===== src/rtl/dmem_arbiter.sv =====
// rtl/dmem_arbiter.sv - two-port round-robin arbiter in front of data_memory with port-1 burst lock
module dmem_arbiter #(
    parameter int ADDR_WIDTH = 32,
    parameter int DATA_WIDTH = 32,
    parameter int MAX_BURST  = 8
) (
    input  logic                  clk,
    input  logic                  rst,

    input  logic                  req_0,
    input  logic [ADDR_WIDTH-1:0] addr_0,
    input  logic [DATA_WIDTH-1:0] wdata_0,
    input  logic [3:0]            wren_0,
    output logic                  ack_0,
    output logic [DATA_WIDTH-1:0] rdata_0,

    input  logic                  req_1,
    input  logic [ADDR_WIDTH-1:0] addr_1,
    input  logic [DATA_WIDTH-1:0] wdata_1,
    input  logic [3:0]            wren_1,
    input  logic                  lock_1,
    output logic                  ack_1,
    output logic [DATA_WIDTH-1:0] rdata_1,

    output logic [ADDR_WIDTH-1:0] mem_addr,
    output logic [DATA_WIDTH-1:0] mem_wdata,
    output logic [3:0]            mem_wren,
    input  logic [DATA_WIDTH-1:0] mem_rdata,

    output logic [1:0]            owner
);

    // Burst counter holds up to MAX_BURST with headroom, and saturates rather than wraps
    localparam int CW = $clog2(MAX_BURST) + 1;
    localparam logic [CW:0] MAX_BEATS = (CW + 1)'(MAX_BURST);

    // State encoding doubles as the owner output code
    typedef enum logic [1:0] {
        IDLE = 2'b00,
        GNT0 = 2'b01,
        GNT1 = 2'b10
    } state_t;

    state_t          state_q, state_d;
    logic            last_owner_q, last_owner_d;
    logic [CW-1:0]   burst_cnt_q, burst_cnt_d;

    logic [CW:0]     beats;
    logic [CW-1:0]   burst_cnt_inc;
    logic            burst_stay;

    // Beat count including the current one; one bit wider so a saturated counter still compares correctly
    assign beats         = {1'b0, burst_cnt_q} + 1'b1;
    assign burst_cnt_inc = (burst_cnt_q == {CW{1'b1}}) ? burst_cnt_q : burst_cnt_q + 1'b1;
    // Port 1 keeps the bus while locked, unless port 0 is waiting and the burst has used its quota
    assign burst_stay    = lock_1 & req_1 & (~req_0 | (beats < MAX_BEATS));

    // Next-state arbitration: round-robin on ties, GNT0 is always single-beat
    always_comb begin
        state_d      = state_q;
        last_owner_d = last_owner_q;
        burst_cnt_d  = burst_cnt_q;
        case (state_q)
            IDLE: begin
                burst_cnt_d = '0;
                if (req_0 && req_1) begin
                    state_d = last_owner_q ? GNT0 : GNT1;
                end else if (req_0) begin
                    state_d = GNT0;
                end else if (req_1) begin
                    state_d = GNT1;
                end
            end
            GNT0: begin
                state_d = IDLE;
                // A dropped request is a protocol violation and does not count as a turn
                if (req_0) begin
                    last_owner_d = 1'b0;
                end
            end
            GNT1: begin
                if (!req_1) begin
                    state_d     = IDLE;
                    burst_cnt_d = '0;
                end else if (burst_stay) begin
                    burst_cnt_d = burst_cnt_inc;
                end else begin
                    state_d      = IDLE;
                    last_owner_d = 1'b1;
                    burst_cnt_d  = '0;
                end
            end
            default: begin
                state_d     = IDLE;
                burst_cnt_d = '0;
            end
        endcase
    end

    // FSM registers; last_owner resets to port 1 so port 0 wins the first tie
    always_ff @(posedge clk or negedge rst) begin
        if (!rst) begin
            state_q      <= IDLE;
            last_owner_q <= 1'b1;
            burst_cnt_q  <= '0;
        end else begin
            state_q      <= state_d;
            last_owner_q <= last_owner_d;
            burst_cnt_q  <= burst_cnt_d;
        end
    end

    // Memory-bus mux and handshake decode from the registered owner; writes need a live request
    always_comb begin
        mem_addr  = '0;
        mem_wdata = '0;
        mem_wren  = 4'h0;
        ack_0     = 1'b0;
        ack_1     = 1'b0;
        rdata_0   = '0;
        rdata_1   = '0;
        case (state_q)
            GNT0: begin
                mem_addr  = addr_0;
                mem_wdata = wdata_0;
                if (req_0) begin
                    mem_wren = wren_0;
                    ack_0    = 1'b1;
                    rdata_0  = mem_rdata;
                end
            end
            GNT1: begin
                mem_addr  = addr_1;
                mem_wdata = wdata_1;
                if (req_1) begin
                    mem_wren = wren_1;
                    ack_1    = 1'b1;
                    rdata_1  = mem_rdata;
                end
            end
            default: begin
            end
        endcase
    end

    assign owner = state_q;

endmodule


===== config.mk =====
export PLATFORM = sky130hd
export DESIGN_NAME = dmem_arbiter
export DESIGN_NICKNAME = d
export VERILOG_FILES = /design/src/rtl/dmem_arbiter.sv
export SDC_FILE = /design/constraint.sdc
export NUM_CORES = 1
export LEC_CHECK = 0
export ABC_AREA = 1
export BUFFER_PORTS_ARGS = -buffer_cell sky130_fd_sc_hd__buf_2
export CAP_MARGIN = 20
export CORE_AREA = 4 4 117 119
export DETAILED_ROUTE_END_ITERATION = 6
export DIE_AREA = 0 0 121 123
export GPL_TIMING_DRIVEN = 1
export SETUP_SLACK_MARGIN = 0.2
export SLEW_MARGIN = 20
export SYNTH_ARGS = -nofsm -noshare
export SYNTH_HDL_FRONTEND = slang
export SYNTH_SLANG_ARGS = --single-unit

===== constraint.sdc =====
create_clock -name clk -period 3.7 [get_ports clk]
set_input_delay 0.185 -clock clk [delete_from_list [all_inputs] [get_ports clk]]
set_output_delay 0.185 -clock clk [all_outputs]
set_load 0.02 [all_outputs]

==> results.json <==
{
  "yosysTopAreaCellShare_pct": 30.6,
  "hp-class": "input pin to register",
  "swShare_pct": 63.7,
  "clk_latency_ns": 0.23,
  "port_buffers": 308,
  "p_per_area_nw_per_um2": 599,
  "seq_area_frac_synth_pct": 9.60,
  "power_switching_w": 0.00138,
  "die_h_um": 123,
  "synth.avg_cell_area_um2": 4.69,
  "clkTransAtPathRegs_ns": 0.04,
  "final_cell_mix": "buf_2 (308), nand2_1 (150), a21oi_1 (71)",
  "diodes": 0,
  "preCtsSetupSlack_ns": 1.60,
  "drt-wirelength-per-cell_um": 12.5,
  "rrSetupSlack_ns": 1.80,
  "cts-hold-fix-buffers": 1,
  "vias_per_cell": 4.08,
  "hold_ws_ns": 0.221,
  "hpwl_um": 8790,
  "min_period_ns": 2.34,
  "cp-start-kind": "register",
  "dieArea_um2": 14900,
  "antenna_found_initial": 0,
  "grt_pass1_wl_um": 14800,
  "leakagePower_nw": 2.27,
  "final_nets": 861,
  "htree_levels": 1,
  "ir_worst_vdd_uv": 307,
  "met3_usage_pct": 1.97,
  "path_cells": "inv_1 > ha_1 > inv_2 > buf_4 > a21oi_1 > buf_2",
  "grtUsageTotal_pct": 12.3,
  "drtAntennaViolNets": 0,
  "overflow": 0,
  "crit_family": "buffers and inverters",
  "dpl_cell_area_um2": 3530,
  "synth_area_leaders": "nand2_1 (31%), a21oi_1 (19%), nor2_1 (14%)",
  "syn_to_final_growth_pct": 96.7,
  "r2r_start": "owner[0]$_DFFE_PN0P_",
  "synth_seq_cells": 7,
  "drv_slew": 0,
  "root_buffer": "clkbuf_16",
  "crit_arrival_ns": 2.16,
  "p_int_w": 0.000786,
  "path_max_fanout": 33,
  "skew_ns": 0.000337,
  "cts_resized": 0,
  "combPwrFrac_pct": 86.2,
  "first_pass_iters": 4,
  "tightest_slew_ns": 0.685,
  "cp_slowest_stage_delay_ns": 0.43,
  "finalWorstSetupSlack_ns": 1.36,
  "final_cells": 855,
  "synth_nets": 569,
  "seqCellArea_um2": 176,
  "min_path_cells": 4,
  "final_area_um2": 3620,
  "io_pins": 309,
  "drtIter0Drc": 147,
  "slowest_stage": "buf_4",
  "max_cap_violations": 0,
  "grtUsageMet1_pct": 13.4,
  "hold_violations": 0,
  "top_usage_layer": "met2",
  "cts_setup_buffers": 0,
  "grt_max_degree": 66,
  "cts_tree": "built",
  "worstHoldStart": "lock_1",
  "clock.fmax_mhz": 427,
  "path_buf_inv": 4,
  "drc": 0,
  "cts.path.max_buffers": 2,
  "end_kind": "output port",
  "vias": 3488,
  "gr-usage-met2_pct": 23.8,
  "drt-total-wl_um": 10700,
  "core_area_um2": 12600,
  "die_x_um": 121,
  "status": "finished, final reports clean",
  "initial_core_util_pct": 14.6,
  "ys_types": 21,
  "syn_area_um2": 1840,
  "layout_commonest_cell": "buf_2",
  "cts_made_buffers": 3,
  "seqPwrFrac_pct": 5.2,
  "multiInputGateArea_um2": 1380,
  "ys_warn_count": 0,
  "grt_pass1_vias": 3097,
  "synth_cells": 392,
  "finalCritPeriodShare_pct": 63.4,
  "fp-row-count": 41,
  "clock_sinks": 7,
  "reg2regPathDepth": 8,
  "cp.required_ns": 3.51,
  "path_class": "register to output port",
  "pwr-share-clk_pct": 8.6,
  "fill_cells": 1431,
  "setup_viol": 0,
  "fin_tns_setup_ns": 0,
  "rsz0062_at_grt": "no",
  "rr_endpoint": "burst_cnt_q[0]$_DFFE_PN0P_",
  "min_to": "last_owner_q$_DFFE_PN1P_",
  "synth_top_cell_by_area": "nand2_1",
  "dp_cells": 850,
  "slew_headroom_pct": 54.3,
  "drive_gt1_share_pct": 48.6,
  "place.gp.congestion": 0.780
}
==> power groups by stage <==
| stage | clock [W] | sequential [W] | combinational [W] |
|---|---|---|---|
| 2_1_floorplan | 0 | 0.000124 | 0.00123 |
| 3_3_place_gp | 0 | 0.000113 | 0.00189 |
| 3_5_place_dp | 0 | 0.000114 | 0.00188 |
| 4_1_cts | 0.000194 | 0.000113 | 0.00188 |
| 5_1_grt | 0.000194 | 0.000118 | 0.00204 |
| 6_report | 0.000187 | 0.000113 | 0.00187 |
==> per-stage QoR <==
| step | util [%] | power (W) |
|---|---|---|
| 2_1_floorplan | - | 0.00136 |
| 3_3_place_gp | 28.1 | 0.00200 |
| 3_5_place_dp | 28.1 | 0.00199 |
| 4_1_cts | 28.8 | 0.00219 |
| 5_1_grt | 28.8 | 0.00235 |
| 6_report | 28.8 | 0.00216 |
==> worst register-to-register path, cell delays in order (launching register included) <==
cell and delay [ns]:
dfrtp_1 0.39, inv_1 0.08, ha_2 0.20, nand2_2 0.50
inv_2 0.18, nand4_1 0.14, nand2_1 0.14, nand2_1 0.09
o21ai_1 0.06
==> sequential cells by signal, indices dropped and copies added, names as in the netlist <==
| signal | cells |
|---|---|
| burst_cnt_q | 4 |
| owner | 2 |
| last_owner_q | 1 |
==> cell usage after synthesis <==
cell      number
o21ai_1        3
a21oi_2        1
inv_1         39
inv_2          5
ha_1           4
nor2_4         1
buf_2         17
nand4_1        1
nor2_1        68
xor2_1         1
o22ai_1        1
clkbuf_1      10
nand3_1        5
nand2_1      150
dfrtp_1        6
nand2_4        1
a21oi_1       71
nand3b_1       2
dfstp_2        1
nand2_2        4
nand3_4        1
==> how the worst max path moves through the flow <==
stage	startpoint	endpoint	slack, ns	depth (start not counted)
6_report	owner[0]$_DFFE_PN0P_	mem_wdata[14]	1.36	6
5_1_grt	owner[0]$_DFFE_PN0P_	mem_wdata[14]	1.21	6
4_1_cts	owner[0]$_DFFE_PN0P_	mem_wdata[14]	1.34	6
3_5_place_dp	owner[0]$_DFFE_PN0P_	mem_wdata[14]	1.60	6
3_3_place_gp	owner[0]$_DFFE_PN0P_	mem_wdata[14]	1.57	6
2_1_floorplan	owner[0]$_DFFE_PN0P_	mem_wdata[10]	1.92	6
==> cell families (layout without fill, tap and decap cells) <==
family | Yosys count | after routing | share of synthesized area [%]
AO/OA/AOI/OAI | 76 | 76 | 21.0
XOR/XNOR | 1 | 1 | 0.477
adder cells (fa/ha/maj) | 4 | 4 | 2.72
buffers and inverters | 71 | 362 | 15.7
flip-flops | 7 | 7 | 9.60
AND/OR/NAND/NOR | 233 | 233 | 50.6
==> layout make-up <==
type                    instances  area share, %
multi-input cells             314           38.1
flip-flops and latches          7           4.88
clock buffers                   4           2.18
inverters                      44           4.57
well taps                     172           5.95
repair buffers                314           44.3
==> per-layer routing <==
layer / routed length [µm] / up-vias
met5: 0 / -
li1: - / 1778
met2: 5470 / 221
met3: 1150 / 11
met1: 3830 / 1478
met4: 197 / 0
Note: power is estimated with default switching activity, not from simulation.
